## config.mk

```make
export PLATFORM = sky130hd
export DESIGN_NAME = chunked_adder_flat
export DESIGN_NICKNAME = d
export VERILOG_FILES = /design/src/rtl/chunked_adder_pkg.sv /design/src/rtl/chunked_adder_if.sv /design/src/rtl/chunked_adder_rca_chunk.sv /design/src/rtl/chunked_adder.sv /design/src/flat_wrapper.sv
export SDC_FILE = /design/constraint.sdc
export NUM_CORES = 1
export LEC_CHECK = 0
export CORE_MARGIN = 2
export CORE_UTILIZATION = 45
export DETAILED_ROUTE_END_ITERATION = 8
export PLACE_DENSITY = 0.72
export SLEW_MARGIN = 30
export SYNTH_ARGS = -nofsm -noshare
export SYNTH_HDL_FRONTEND = slang
export SYNTH_HIERARCHICAL = 1
export SYNTH_SLANG_ARGS = --single-unit
```

## constraint.sdc

```tcl
create_clock -name clk -period 6.19 [get_ports clk]
set_input_delay 1.238 -clock clk [delete_from_list [all_inputs] [get_ports clk]]
set_output_delay 1.238 -clock clk [all_outputs]
set_load 0.005 [all_outputs]
```

## src/rtl/chunked_adder_pkg.sv

```systemverilog
`default_nettype none
// ============================================================================
// Module      : chunked_adder_pkg
// Description : Shared constants, FSM state encoding and helpers for the
//               multi-cycle chunked ripple-carry adder.
// Revision    : 1.0 - initial release
// ============================================================================
package chunked_adder_pkg;

    // Default operand width and per-cycle chunk width
    localparam int c_default_width = 32;
    localparam int c_default_chunk = 8;

    // Controller states, explicitly encoded in two bits
    typedef enum logic [1:0] {
        S_IDLE = 2'd0,
        S_RUN  = 2'd1,
        S_DONE = 2'd2
    } state_t;

    // Width of a counter able to index n items; never less than one bit
    function automatic int idx_width(input int n);
        return (n > 1) ? $clog2(n) : 1;
    endfunction

endpackage : chunked_adder_pkg
`default_nettype wire

```

## src/rtl/chunked_adder_if.sv

```systemverilog
`default_nettype none
// ============================================================================
// Module      : chunked_adder_if
// Description : Operand/result handshake bundle for chunked_adder.
//               master = producer/consumer side, slave = adder side.
// Revision    : 1.0 - initial release
// ============================================================================
interface chunked_adder_if
    import chunked_adder_pkg::*;
#(
    parameter int WIDTH = c_default_width
) ();

    // Operation request
    logic             in_valid;
    logic             in_ready;
    logic [WIDTH-1:0] a;
    logic [WIDTH-1:0] b;
    logic             c0;
    logic             sub;

    // Result
    logic             out_valid;
    logic             out_ready;
    logic [WIDTH-1:0] s;
    logic             c;
    logic             ovf;

    modport master (
        output in_valid, a, b, c0, sub, out_ready,
        input  in_ready, out_valid, s, c, ovf
    );

    modport slave (
        input  in_valid, a, b, c0, sub, out_ready,
        output in_ready, out_valid, s, c, ovf
    );

endinterface : chunked_adder_if
`default_nettype wire

```

## src/rtl/chunked_adder_rca_chunk.sv

```systemverilog
`default_nettype none
// ============================================================================
// Module      : full_adder / rca_chunk
// Description : One-bit full adder and a CHUNK-wide ripple-carry adder built
//               from it. rca_chunk also exposes the carry into its MSB so the
//               caller can form two's-complement overflow.
// Revision    : 1.0 - initial release
// ============================================================================
module full_adder (
    input  wire logic a,
    input  wire logic b,
    input  wire logic ci,
    output logic      s,
    output logic      co
);

    logic w_p;

    // Propagate term shared by sum and carry
    assign w_p = a ^ b;
    assign s   = w_p ^ ci;
    assign co  = (a & b) | (ci & w_p);

endmodule : full_adder

module rca_chunk
    import chunked_adder_pkg::*;
#(
    parameter int CHUNK = c_default_chunk
) (
    input  wire logic [CHUNK-1:0] a,
    input  wire logic [CHUNK-1:0] b,
    input  wire logic             c0,
    output logic      [CHUNK-1:0] s,
    output logic                  c,
    output logic                  c_msb
);

    // w_carry[i] is the carry into bit i; w_carry[CHUNK] is the carry-out
    logic [CHUNK:0] w_carry;

    assign w_carry[0] = c0;

    generate
        for (genvar gi = 0; gi < CHUNK; gi++) begin : g_bit
            full_adder u_fa (
                .a  (a[gi]),
                .b  (b[gi]),
                .ci (w_carry[gi]),
                .s  (s[gi]),
                .co (w_carry[gi+1])
            );
        end
    endgenerate

    assign c     = w_carry[CHUNK];
    assign c_msb = w_carry[CHUNK-1];

endmodule : rca_chunk
`default_nettype wire

```

## src/rtl/chunked_adder.sv

```systemverilog
`default_nettype none
// ============================================================================
// Module      : chunked_adder
// Description : Multi-cycle adder/subtractor. Adds CHUNK bits per clock
//               through a single shared ripple-carry chunk, LSB chunk first,
//               with valid/ready handshakes on both sides. Subtraction is
//               a + ~b + 1.
// Revision    : 1.0 - initial release
// ============================================================================
module chunked_adder
    import chunked_adder_pkg::*;
#(
    parameter int WIDTH = c_default_width,
    parameter int CHUNK = c_default_chunk
) (
    input  wire logic      clk,
    input  wire logic      rst,
    chunked_adder_if.slave bus
);

    localparam int c_nchunk = WIDTH / CHUNK;
    localparam int c_kw     = idx_width(c_nchunk);

    // Reject configurations where the operand does not split evenly
    generate
        if ((CHUNK < 1) || (WIDTH < CHUNK) || ((WIDTH % CHUNK) != 0)) begin : g_bad_cfg
            $error("chunked_adder: WIDTH must be a positive multiple of CHUNK");
        end
    endgenerate

    // ------------------------------------------------------------------------
    // State
    // ------------------------------------------------------------------------
    state_t            r_state;
    state_t            w_state_next;
    logic [c_kw-1:0]   r_k;
    logic [WIDTH-1:0]  r_a;
    logic [WIDTH-1:0]  r_b;
    logic              r_carry;
    logic [WIDTH-1:0]  r_s;
    logic              r_c;
    logic              r_ovf;

    logic              w_in_ready;
    logic              w_out_valid;
    logic              w_accept;
    logic              w_last;

    // Shared chunk adder connections
    logic [CHUNK-1:0]  w_a_chunk;
    logic [CHUNK-1:0]  w_b_chunk;
    logic [CHUNK-1:0]  w_sum_chunk;
    logic              w_cout;
    logic              w_cmsb;
    int                w_base;

    assign w_last = (r_k == c_kw'(c_nchunk - 1));

    // ------------------------------------------------------------------------
    // Chunk selection and the single shared ripple adder
    // ------------------------------------------------------------------------
    assign w_base    = int'(r_k) * CHUNK;
    assign w_a_chunk = r_a[w_base +: CHUNK];
    assign w_b_chunk = r_b[w_base +: CHUNK];

    rca_chunk #(
        .CHUNK (CHUNK)
    ) u_rca (
        .a     (w_a_chunk),
        .b     (w_b_chunk),
        .c0    (r_carry),
        .s     (w_sum_chunk),
        .c     (w_cout),
        .c_msb (w_cmsb)
    );

    // ------------------------------------------------------------------------
    // Controller
    // ------------------------------------------------------------------------

    // State register; reset aborts any operation in flight
    always_ff @(posedge clk or posedge rst) begin
        if (rst) begin
            r_state <= S_IDLE;
        end else begin
            r_state <= w_state_next;
        end
    end

    // Next state and handshake outputs; accept only from IDLE, release only from DONE
    always_comb begin
        w_state_next = r_state;
        w_in_ready   = 1'b0;
        w_out_valid  = 1'b0;
        w_accept     = 1'b0;
        case (r_state)
            S_IDLE: begin
                w_in_ready = 1'b1;
                if (bus.in_valid) begin
                    w_accept     = 1'b1;
                    w_state_next = S_RUN;
                end
            end
            S_RUN: begin
                if (w_last) begin
                    w_state_next = S_DONE;
                end
            end
            S_DONE: begin
                w_out_valid = 1'b1;
                if (bus.out_ready) begin
                    w_state_next = S_IDLE;
                end
            end
            default: begin
                w_state_next = S_IDLE;
            end
        endcase
    end

    // ------------------------------------------------------------------------
    // Datapath
    // ------------------------------------------------------------------------

    // Capture operands on accept, then ripple one chunk per RUN cycle LSB first
    always_ff @(posedge clk or posedge rst) begin
        if (rst) begin
            r_k     <= '0;
            r_a     <= '0;
            r_b     <= '0;
            r_carry <= 1'b0;
            r_s     <= '0;
            r_c     <= 1'b0;
            r_ovf   <= 1'b0;
        end else if (w_accept) begin
            // Subtraction inverts b here; the +1 enters as the initial carry
            r_a     <= bus.a;
            r_b     <= bus.b ^ {WIDTH{bus.sub}};
            r_carry <= bus.sub ? 1'b1 : bus.c0;
            r_k     <= '0;
        end else if (r_state == S_RUN) begin
            r_s[w_base +: CHUNK] <= w_sum_chunk;
            r_carry              <= w_cout;
            r_k                  <= r_k + c_kw'(1);
            if (w_last) begin
                r_c   <= w_cout;
                r_ovf <= w_cout ^ w_cmsb;
            end
        end
    end

    // ------------------------------------------------------------------------
    // Outputs
    // ------------------------------------------------------------------------
    assign bus.in_ready  = w_in_ready;
    assign bus.out_valid = w_out_valid;
    assign bus.s         = r_s;
    assign bus.c         = r_c;
    assign bus.ovf       = r_ovf;

endmodule : chunked_adder
`default_nettype wire

```

## src/flat_wrapper.sv

```systemverilog
// flat-port wrapper written by rule: the top's interface ports become plain ports
module chunked_adder_flat import chunked_adder_pkg::*;
#(
    parameter int WIDTH = c_default_width,
    parameter int CHUNK = c_default_chunk
)
  (clk, rst, bus_in_valid, bus_a, bus_b, bus_c0, bus_sub, bus_out_ready, bus_in_ready, bus_out_valid, bus_s, bus_c, bus_ovf);
  chunked_adder_if #(.WIDTH(WIDTH)) bus_i ();
  input  wire logic clk;
  input  wire logic rst;
  input wire logic [$bits(bus_i.in_valid)-1:0] bus_in_valid;
  input wire logic [$bits(bus_i.a)-1:0] bus_a;
  input wire logic [$bits(bus_i.b)-1:0] bus_b;
  input wire logic [$bits(bus_i.c0)-1:0] bus_c0;
  input wire logic [$bits(bus_i.sub)-1:0] bus_sub;
  input wire logic [$bits(bus_i.out_ready)-1:0] bus_out_ready;
  output wire logic [$bits(bus_i.in_ready)-1:0] bus_in_ready;
  output wire logic [$bits(bus_i.out_valid)-1:0] bus_out_valid;
  output wire logic [$bits(bus_i.s)-1:0] bus_s;
  output wire logic [$bits(bus_i.c)-1:0] bus_c;
  output wire logic [$bits(bus_i.ovf)-1:0] bus_ovf;
  assign bus_i.in_valid = bus_in_valid;
  assign bus_i.a = bus_a;
  assign bus_i.b = bus_b;
  assign bus_i.c0 = bus_c0;
  assign bus_i.sub = bus_sub;
  assign bus_i.out_ready = bus_out_ready;
  assign bus_in_ready = bus_i.in_ready;
  assign bus_out_valid = bus_i.out_valid;
  assign bus_s = bus_i.s;
  assign bus_c = bus_i.c;
  assign bus_ovf = bus_i.ovf;
  chunked_adder #(.WIDTH(WIDTH), .CHUNK(CHUNK)) u_core (.clk(clk), .rst(rst), .bus(bus_i));
endmodule
```

==> results.cfg <==
[layout]
post-route-util_pct = 58.9
syn_to_final_growth_pct = 26.8
fin_nets = 610
final_layout_size_suffix_gt1_share_pct = 8.46
final_area_sq_mm = 0.00611
antenna_cells = 0

[sta]
slew-limit-headroom_pct = 43.4
max_freq_mhz = 195
hold_viol_final = 0
period_needed_ns = 5.14
tightest_slew_ns = 0.849
fin_crit_sh_pct = 83.0
skew_ns = 0.00950
rsz0062_at_grt = no
worst_slack_ns = 1.05
holdWs_ns = 0.475
finalSetupViolations = 0
maxSlewViolCount = 0
setup_tns_ns = 0

[critical_path]
crit_buf_inv = 0
worstSetupPathType = flip-flop to flip-flop
slowest_stage = dfrtp_1
worstSetupEndpointType = flip-flop
worstPathArrival_ns = 5.42
worstPathRequired_ns = 6.47
critical_path.max_fanout = 11
crit_family = adder cells
critical_path.cell_chain = mux4_2 -> fa_1 -> fa_1 -> fa_1 -> fa_1 -> fa_1 -> fa_1 -> fa_1 -> fa_1 -> nand2_1 -> o21ai_0
start_kind = flip-flop
crit_path_max_incr_delay_ns = 0.77
crit_path_frequent_cell = fa_1

[synthesis]
netlist_area_sq_mm = 0.00482
synth_cell_types = 26
syn_nets = 515
seq_area_frac_synth_pct = 53.5
ys_ff_latch = 103
synth-edff-count = 0
ys.flop_type = dfrtp_1
synthCells = 432
synthArstFlopShare_pct = 100
yosys_warnings = 6
syn_area_per_cell_sq_um = 11.2

[floorplan]
dieWidth_um = 107
core-area_sq_mm = 0.0104
start_util_pct = 46.5
die_y_um = 107
rows = 37
dieArea_sq_mm = 0.0116
ios = 106

[clock_tree]
path_clk_slew_ns = 0.09
cts_buffer_depth = 2
cts_buffers = 9
post_cts_buffers = 0
root_buffer = clkbuf_8
cts_tree = built
clkLatencyLatePin_ns = 0.37
cts_max_level = 3
cts_resized = 0
cts_sinks = 103
cts-hold-fix-buffers = 0

[detailed_routing]
detail_route.iter0.violations = 165
num_vias = 3395
drtPass1Iterations = 6
via_per_inst = 5.08
drc_errors = 0
drt-total-wl_um = 10500
post_drt_wl_per_cell_um = 15.8
postRouteAntennaNets = 0

[global_routing]
grt_first_pass_wirelength_um = 17300
grt_use_total_pct = 19.5
grtUsageMet3_pct = 3.81
grt_pass1_vias = 3496
grt_max_degree = 100
antenna_found_initial = 0
met1_usage_pct = 26.2
overflow = 0
busiest_layer = met2
grt_use_met2_pct = 32.2

[power]
switching_share_pct = 40.2
power_leakage_nw = 2.72
combPwrFrac_pct = 50.2
p_switching_mw = 1.27
vdd_drop_max_v = 0.000290
p_per_area_mw_per_mm2 = 516
p_clk_share_pct = 13.2
internal_power_mw = 1.89
seqPwrFrac_pct = 36.6

[placed_design]
portBuffers = 105
placed_area_sq_mm = 0.00591
gp_congestion = 0.800
dpl.hpwl_um = 7850
pre_cts_ws_ns = 1.05

[job]
cap_violations = 0

[run_status]
status = finished clean

[worst_hold_path]
min_path_type = flip-flop to flip-flop
==> worst paths after layout <==
check / slack, ns / to / start / cells past startpoint
worst min-delay path: 0.48 / u_core/r_a[18] / u_core/r_a[18] / 2
worst max-delay path: 1.05 / u_core/bus.s[31] / u_core/r_k[0] / 11
max in group asynchronous: 3.78 / u_core/r_a[24] / rst / 3
min in group asynchronous: 1.25 / u_core/r_a[6] / rst / 2
worst max register to register: 1.05 / u_core/bus.s[31] / u_core/r_k[0] / 11
worst min register to register: 0.48 / u_core/r_a[18] / u_core/r_a[18] / 2
==> final cells by class <==
cell class | count | area, sq um
clock buffer | 11 | 141
timing repair buffer | 110 | 1080
sequential | 103 | 2580
fill | 901 | 4260
inverter | 5 | 21.3
multi-input combinational | 298 | 2060
clock inverter | 5 | 57.6
tap | 136 | 170
==> per-layer routing <==
metal / vias up / share of wire [%] / routed length (um)
li1: 1630 / - / -
met2: 103 / 49 / 5180
met1: 1642 / 44 / 4650
met3: 20 / 4.9 / 515
met5: - / 0 / 0
met4: 0 / 1.9 / 203
==> worst min-delay path, cell delays in order, from the launching register on <==
cell     delay [ns]
dfrtp_1        0.35
nand2_1        0.05
nand2_1        0.05
==> stage by stage <==
stage | cells | power (mW)
floorplan | 432 | 2.16
global placement | 652 | 2.70
detailed placement | 652 | 2.76
CTS | 668 | 3.17
global route | 668 | 3.38
finish | 668 | 3.16
==> cells in the final DEF (no fill, tap or decap), drive strengths merged, types with 6 or more instances in the layout <==
cell / instances
buf: 6
fa: 8
xnor2: 33
clkdlybuf4s50: 104
clkbuf: 11
nand2: 148
dfrtp: 103
o21ai: 45
mux4: 16
a22o: 24
==> power by group through the flow <==
stage / Combinational [mW] / Sequential (mW) / Clock [mW]
3_5_place_dp: 1.59 / 1.17 / 0
5_1_grt: 1.72 / 1.19 / 0.458
4_1_cts: 1.59 / 1.16 / 0.428
2_1_floorplan: 1.08 / 1.09 / 0
6_report: 1.58 / 1.16 / 0.417
3_3_place_gp: 1.54 / 1.16 / 0
==> kinds of logic after synthesis <==
logic type	after synthesis	synth area share, %
AOI/OAI and AO/OA	70	9.19
xor gates and xnor gates	33	6.00
adders and majority gates	13	4.62
buffers and inverters	31	3.92
DFF	103	53.5
muxes	17	7.71
and+or+nand+nor	165	15.1
==> synth_stat cells (5+ instances only) <==
master      n  area, sq um
clkbuf_1    5         18.8
buf_6       7         78.8
nand2_1   148          556
xnor2_1    33          289
fa_1        8          160
buf_2      13         65.1
inv_1       5         18.8
ha_1        5         62.6
mux4_2     16          360
dfrtp_1   103         2580
a22o_1     24          210
o21ai_0    45          225
==> state kept, by name (all words and copies together) (netlist names) <==
register,flops
u_core/r_state,2
u_core/r_a,32
u_core/r_b,32
u_core/bus.s,32
u_core/r_carry,1
u_core/bus.ovf,1
u_core/r_k,2
u_core/bus.c,1
No activity file was read; power rests on OpenSTA's default activity.
